### src/rtl/power_frame_rx.sv
// Serial frame receiver for the chip-stack power results: deserialises, validates and queues records.
// Optional even-parity bit per frame is enabled by defining PARITY_CHECK_EN.
module power_frame_rx #(
  parameter int unsigned NUM_CHIPS  = 8,
  parameter int unsigned ID_W       = 4,
  parameter int unsigned PWR_W      = 4,
  parameter int unsigned FIFO_DEPTH = 4
) (
  input  logic                 t_clk,
  input  logic                 rst_n,
  input  logic                 data_in,
  input  logic                 clear,
  output logic                 rec_valid,
  input  logic                 rec_ready,
  output logic [ID_W-1:0]      rec_chip_id,
  output logic [PWR_W-1:0]     rec_power_upper,
  output logic [PWR_W-1:0]     rec_power_lower,
  output logic                 frame_err,
  output logic                 dup_err,
  output logic                 overflow,
  output logic [NUM_CHIPS-1:0] seen_mask,
  output logic                 all_done
);

  localparam int unsigned DATA_W = ID_W + 2 * PWR_W;
  localparam int unsigned CNT_W  = $clog2(DATA_W);
  localparam int unsigned AW     = $clog2(FIFO_DEPTH);

`ifdef PARITY_CHECK_EN
  typedef enum logic [2:0] {IDLE, DATA, PAR, STOP, RECOVER} state_t;
`else
  typedef enum logic [2:0] {IDLE, DATA, STOP, RECOVER} state_t;
`endif

  state_t              state, state_nx;
  logic                cnt_clr, shift_en, frame_end;
  logic [CNT_W-1:0]    cnt;
  logic [DATA_W-1:0]   shreg;
  logic                par_ok;
  logic [ID_W-1:0]     rx_id;
  logic                id_ok, frame_good, frame_bad;
  logic [NUM_CHIPS-1:0] id_hot;

  logic [DATA_W-1:0]   mem [FIFO_DEPTH];
  logic [AW-1:0]       wr_ptr, rd_ptr;
  logic [AW:0]         count;
  logic                full, push, pop;
  logic [DATA_W-1:0]   head;

  always_ff @(posedge t_clk or negedge rst_n) begin
    if (!rst_n) state <= IDLE;
    else        state <= state_nx;
  end

  always_comb begin
    state_nx  = state;
    cnt_clr   = 1'b0;
    shift_en  = 1'b0;
    frame_end = 1'b0;
    case (state)
      IDLE: begin
        if (!data_in) begin
          state_nx = DATA;
          cnt_clr  = 1'b1;
        end
      end
      DATA: begin
        shift_en = 1'b1;
        if (cnt == CNT_W'(DATA_W - 1)) begin
`ifdef PARITY_CHECK_EN
          state_nx = PAR;
`else
          state_nx = STOP;
`endif
        end
      end
`ifdef PARITY_CHECK_EN
      PAR: state_nx = STOP;
`endif
      STOP: begin
        frame_end = 1'b1;
        state_nx  = data_in ? IDLE : RECOVER;
      end
      RECOVER: if (data_in) state_nx = IDLE;
      default: state_nx = IDLE;
    endcase
  end

  always_ff @(posedge t_clk or negedge rst_n) begin
    if (!rst_n) begin
      cnt   <= '0;
      shreg <= '0;
    end else if (cnt_clr) begin
      cnt <= '0;
    end else if (shift_en) begin
      cnt   <= cnt + 1'b1;
      shreg <= {shreg[DATA_W-2:0], data_in};
    end
  end

`ifdef PARITY_CHECK_EN
  logic par_bit;
  always_ff @(posedge t_clk or negedge rst_n) begin
    if (!rst_n)             par_bit <= 1'b0;
    else if (state == PAR)  par_bit <= data_in;
  end
  assign par_ok = ~^{shreg, par_bit};
`else
  assign par_ok = 1'b1;
`endif

  // The frame is judged in the STOP cycle, with data_in holding the stop bit.
  assign rx_id      = shreg[DATA_W-1 -: ID_W];
  assign id_ok      = 32'(rx_id) < NUM_CHIPS;
  assign frame_good = frame_end & data_in & par_ok & id_ok;
  assign frame_bad  = frame_end & ~(data_in & par_ok & id_ok);
  assign id_hot     = {{(NUM_CHIPS-1){1'b0}}, 1'b1} << rx_id;

  assign full = (count == (AW+1)'(FIFO_DEPTH));
  assign pop  = rec_valid & rec_ready;
  // A pop on the same edge frees the slot, so a full FIFO can still accept.
  assign push = frame_good & (~full | pop);

  always_ff @(posedge t_clk or negedge rst_n) begin
    if (!rst_n) begin
      for (int unsigned i = 0; i < FIFO_DEPTH; i++) mem[i] <= '0;
      wr_ptr <= '0;
      rd_ptr <= '0;
      count  <= '0;
    end else begin
      if (push) begin
        mem[wr_ptr] <= shreg;
        wr_ptr      <= wr_ptr + 1'b1;
      end
      if (pop) rd_ptr <= rd_ptr + 1'b1;
      case ({push, pop})
        2'b10:   count <= count + 1'b1;
        2'b01:   count <= count - 1'b1;
        default: count <= count;
      endcase
    end
  end

  assign head            = mem[rd_ptr];
  assign rec_valid       = (count != '0);
  assign rec_chip_id     = head[DATA_W-1 -: ID_W];
  assign rec_power_upper = head[2*PWR_W-1 -: PWR_W];
  assign rec_power_lower = head[PWR_W-1:0];

  always_ff @(posedge t_clk or negedge rst_n) begin
    if (!rst_n) begin
      seen_mask <= '0;
      all_done  <= 1'b0;
      overflow  <= 1'b0;
      frame_err <= 1'b0;
      dup_err   <= 1'b0;
    end else begin
      frame_err <= frame_bad;
      dup_err   <= push & (|(seen_mask & id_hot));
      all_done  <= clear ? 1'b0 : (&seen_mask);
      // clear wins over a same-cycle mask set; the record itself is still queued.
      if (clear) begin
        seen_mask <= '0;
        overflow  <= 1'b0;
      end else begin
        if (push)              seen_mask <= seen_mask | id_hot;
        if (frame_good & ~push) overflow  <= 1'b1;
      end
    end
  end

endmodule

### config.mk
export PLATFORM = sky130hd
export DESIGN_NAME = power_frame_rx
export DESIGN_NICKNAME = d
export VERILOG_FILES = /design/src/rtl/power_frame_rx.sv
export SDC_FILE = /design/constraint.sdc
export NUM_CORES = 1
export LEC_CHECK = 0
export ABC_CLOCK_PERIOD_IN_PS = 4400
export CAP_MARGIN = 20
export CORE_MARGIN = 2
export CORE_UTILIZATION = 62
export CTS_CLUSTER_DIAMETER = 200
export CTS_CLUSTER_SIZE = 16
export DETAILED_ROUTE_END_ITERATION = 8
export PLACE_DENSITY = 0.84
export SYNTH_ARGS = -nofsm -noshare
export SYNTH_HDL_FRONTEND = slang
export SYNTH_SLANG_ARGS = --single-unit
### constraint.sdc
create_clock -name t_clk -period 4.4 [get_ports t_clk]
set_input_delay 1.1 -clock t_clk [delete_from_list [all_inputs] [get_ports t_clk]]
set_output_delay 1.1 -clock t_clk [all_outputs]
set_load 0.02 [all_outputs]
-- Yosys cells after proc, flatten, opt, wreduce, memory -nomap -nowiden
Cells that the tools add are included.
- bits in registers: 86
- logic and storage cells: 86
- add/sub/neg operators: 5
- $lt $le $gt $ge: 4
- equal/unequal tests: 10
- shift operators: 1
- muxes and demuxes: 23
- bitwise gates (word level): 17
- reduce and logical (&&, ||, !) cells: 11
- operators by type and width (kind ; number):
    48-bit bitwise mux ; 1
    12-bit 2-to-1 mux ; 3
    12-bit binary-select mux with 2-bit select ; 1
    12-bit demux with 2-bit select ; 1
    8-bit 2-to-1 mux ; 2
    3-bit one-hot mux with 4 select lines ; 1
    3-bit 2-to-1 mux ; 3
    1-bit bitwise AND ; 8
    8-bit bitwise AND ; 1
    4-bit 2-to-1 mux ; 2
    8-bit OR ; 1
    8-bit AND reduction ; 1
    2-bit nonzero test ; 4
    8-bit OR reduction ; 1
    1-bit by 4-bit << shifter with 8-bit output (first input constant) ; 1
    1-bit 2-to-1 mux ; 7
    3-bit by 2-bit equality test with 1-bit output (second input constant) ; 2
    3-bit greater-or-equal comparator (second input constant) ; 2
    2-bit inequality test (second input constant) ; 3
    2-bit NOT with 3-bit output ; 2
    3-bit one-hot mux with 2 select lines ; 1
    2-bit by 1-bit adder with 2-bit output (second input constant) ; 2
    4-bit by 1-bit adder with 4-bit output (second input constant) ; 1
    4-bit equality test (second input constant) ; 1
    16 further kinds ; 19

-- Longest topological paths before layout
- depth after elaboration: 9
- mapped depth: 10
- mapped depth without buffers: 8

-- Worst setup path before layout
No wires, ideal clock.
- path type: input to register
- from: input port rec_ready
- to: register count[2]
- data arrival time: 2.888 ns
- path slack: 1.433 ns
- stages on the path: 10
- buffers on the path: 2
- cells stage by stage: or4b_4 buf_6 buf_6 nand2_4 ha_1 inv_1 fa_1 xor2_1 nor2_1 xor2_1
- longest elaborated chain between the ends: 5
- RTL lines (item ; line ; source):
    start: declaration ; 14 ; input logic rec_ready,
    1-bit bitwise AND (*) ; 120 ; assign pop = rec_valid & rec_ready;
    1-bit OR ; 122 ; assign push = frame_good & (~full | pop);
    1-bit bitwise AND ; 122 ;
    2-bit by 1-bit equality test with 1-bit output / 2-bit equality test (equally long branches) ; 136 ; case ({push, pop})
    3-bit one-hot mux with 2 select lines / 2-bit nonzero test (equally long branches) ; n/a ;
    end signal: assignment ; 137 ; 2'b10: count <= count + 1'b1;
    end signal: assignment ; 138 ; 2'b01: count <= count - 1'b1;
    end signal: assignment ; 139 ; default: count <= count;
    end: declaration ; 46 ; logic [AW:0] count;
Mark *: on every way between the ends. The rest lies on a longest branch, timed or not.
A chain may end at the register's enable or synchronous reset.

-- Final worst setup path
- from: register rd_ptr[0]
- to: output port rec_chip_id[1]
- longest elaborated chain between the ends: 4
- RTL lines (item ; line ; source):
    start: declaration ; 45 ; logic [AW-1:0] wr_ptr, rd_ptr;
    start signal: assignment ; 135 ; if (pop) rd_ptr <= rd_ptr + 1'b1;
    2-bit NOT with 3-bit output (not written as such) ; 144 ; assign head = mem[rd_ptr];
    12-bit binary-select mux with 2-bit select ; 144 ;
    12-bit 2-to-1 mux (not written as such) (2 in series) ; 144 ;
    end: declaration ; 15 ; output logic [ID_W-1:0] rec_chip_id,
Every way passes these cells. The select of a mux whose other input is x is not followed.

==> results.md <==
* Status: finished clean
* Final setup TNS at 0 ns
* Standard-cell rows at 29
* Worst Clk Skew at 0.00982 ns
* Number of design-rule violations left by the first detailed-router iteration at 104
* Startpoint of the worst-slack reg-to-reg timing path: count[0]
* Pwr dens at 533 mW/mm^2
* Clock latency at the later pin of the worst-skew pair at 0.35 ns
* Resize count post-CTS at 0
* Area Overhead vs Synth at 10.8%
* Remaining DRCs at 0
* Overall fraction of global-route tracks in use at 0.221
* Setup bufs post-CTS at 0
* Critical Path Sink Type: output pin
* DIE AREA at 0.00720 sq mm
* Post-route non-filler standard cell count at 367
* Part of the Yosys area used for sequential elements at 0.525
* Distinct cells, synth at 43
* FF-to-FF path depth at 8
* Ranking of synthesized cells by area: sky130_fd_sc_hd__dfrtp_1 53%, sky130_fd_sc_hd__mux2_4 13%, sky130_fd_sc_hd__mux2_2 6.9%
* Area share of the largest cell type after synthesis at 0.525
* Portion of the clock cycle consumed by the worst path in the final layout at 0.799
* N_diodes at 0
* Hold Path Class: reg2reg
* Unrepaired setup endpoints after global routing: no
* Core area at 0.00635 sq mm
* Synthesized-area fraction occupied by adder cells at 0.0235
* Per-cell routed wire length at 19.6 um
* Complex-gate fraction of the synthesized area at 0.0405
* Pin count of the biggest net entering global routing at 86
* Weighted congestion at the end of routability-driven global placement at 0.840
* Fin util at 0.707
* Hold Path Depth at 1
* Dominant cell type by area after synthesis: sky130_fd_sc_hd__dfrtp_1
* Most instantiated cells after synthesis: 85 x sky130_fd_sc_hd__dfrtp_1, 36 x sky130_fd_sc_hd__mux2_4, 25 x sky130_fd_sc_hd__mux2_2
* Setup violations, final at 0
* Average size of a mapped cell at 15.6 sq um
* TritonCTS clock tree: built
* Final Net Count at 298
* Proportion of synthesized area in mux cells at 0.275
* Max_slew headroom at 0.431
* Total of buffers placed on input and output ports at 29
* Number of detailed-routing iterations run before antenna repair at 4
* DIE WIDTH at 84.8 um
* Detailed-route vias per instance at 6.04
* Synthesis warning total at 0
* Signal arrival time at the worst endpoint at 2.42 ns
* Critical Path Source: rd_ptr[0]
* Launch point of the worst hold path: mem[13]
* Post-Synthesis Cell Area at 0.00405 sq mm
* H-Tree Level Count at 3
* Clk sinks at 85
* Required time at the worst-slack endpoint at 3.30 ns
* WL final at 7200 um
* Simple logic cell fraction of the synthesized area at 0.0720
* Number of antenna violations at the first check in global routing at 0
* Final critical path time including I/O delays and setup at 3.52 ns
* Global-route wire length before repair at 12000 um
* Register bit count reported by yosys at 85
* Cell at the root of the clock tree: sky130_fd_sc_hd__clkbuf_8
* Global-route congestion overflow total at 0
* Maximum achievable frequency at 0.284 GHz
* Count of final max-slew check failures at 0
* Via count of the first global-routing pass at 2297
* Layout cells sized above 1 at 0.366
* Clock buffer count from CTS at 9
* Placed cells at 351
* Final worst hold slack at 0.503 ns
* Worst setup SP type: register
* Number of nets produced by synthesis at 272
* Main combinational cell family by area after synthesis: multiplexers
* Async set or reset register ratio after synthesis at 1.00
* Detailed-route via count at 2215
* Area share of xor/xnor cells in the synthesized design at 0.0130
* Number of standard cells after synthesis at 260
* Most instantiated library cell after synthesis: sky130_fd_sc_hd__dfrtp_1
* Clock slew seen by the registers of the worst setup and hold paths at 0.08 ns
* HPWL after detailed placement at 4570 um
* Die boundary height at 84.8 um
* Top-level port count at 30
* Post-DRT Antenna Nets at 0
* Critical path class: reg2out
* Least-Margin Pin Slew at 0.853 ns
* Number of flops mapped to enable cells by yosys at 0
* CTS Hold Buffers Added at 0
* Final-report hold violation count at 0
* Number of max-cap violations at 0
* Leading register cell type out of synthesis: sky130_fd_sc_hd__dfrtp_1
* Initial core utilization at 0.638
* Worst IR drop on VDD at 361 uV
* Leak pwr at 0.00215 uW
* CTS Buffer Depth at 2
* CP Max Fanout at 14
-- area by class of cell --
| class | count | area (sq um) |
|---|---|---|
| well taps | 77 | 96.3 |
| inverters | 10 | 37.5 |
| fillers | 422 | 1860 |
| clock inverters | 4 | 48.8 |
| flip-flops and latches | 85 | 2130 |
| multi-input cells | 149 | 1720 |
| repair buffers | 31 | 323 |
| clock buffers | 11 | 141 |
-- worst max-delay path, cell delays in order, from the launching register on --
cell	delay [ns]
sky130_fd_sc_hd__dfrtp_1	0.90
sky130_fd_sc_hd__mux4_2	0.61
sky130_fd_sc_hd__clkdlybuf4s50_1	0.55
-- metrics by stage --
stage	worst slack (ns)	instance area (sq um)	total power (uW)
2_1_floorplan	1.43	4050	1690
6_report	0.883	4490	2390
3_5_place_dp	0.971	4270	1870
4_1_cts	0.794	4460	2410
5_1_grt	0.712	4490	2530
3_3_place_gp	1.05	4270	1820
-- final timing paths --
kind	slack, ns	to
setup reg to reg	2.02	count[2]
hold reg to reg	0.50	mem[13]
max in group asynchronous	3.24	mem[31]
setup / recovery	0.88	rec_chip_id[1]
min in group asynchronous	0.57	mem[42]
hold / removal	0.50	mem[13]
-- registers in the layout, indices dropped and copies added (netlist names) --
signal / flops
seen_mask: 8
count: 3
frame_err: 1
all_done: 1
shreg: 12
dup_err: 1
wr_ptr: 2
cnt: 4
mem: 48
overflow: 1
rd_ptr: 2
state: 2
-- report_power, final --
| group | internal [uW] | switching (uW) |
|---|---|---|
| sequential | 946 | 261 |
| clock | 274 | 261 |
| combinational | 391 | 260 |
-- cell families (layout without fill, tap and decap cells) --
kind of cell               after synthesis  count (layout)
AOI/OAI and AO/OA                       21              21
xor gates and xnor gates                 6               6
DFF                                     85              85
muxes                                   75              75
buffers and inverters                   26              56
adders and majority gates                7               7
and+or+nand+nor                         40              40
-- layer usage --
metal  wire (um)  share of wire  global-route usage  vias up
li1            -              -                   -      996
met1        3160           0.44               0.305     1166
met2        3730           0.52               0.351       47
met3         242          0.034              0.0623        6
met4          77          0.011              0.0563        0
met5           0              0                   0        -
-- cells in the final DEF (no fill, tap or decap), drive strengths merged, types with 4 or more instances in the layout --
| cell type | n |
|---|---|
| nor2 | 12 |
| nand3 | 5 |
| inv | 10 |
| ha | 6 |
| a22o | 4 |
| clkbuf | 11 |
| a41oi | 8 |
| mux4 | 12 |
| dfrtp | 85 |
| and2 | 4 |
| clkdlybuf4s50 | 28 |
| nand2 | 5 |
| mux2 | 62 |
Power figures use the tool's default switching activity.
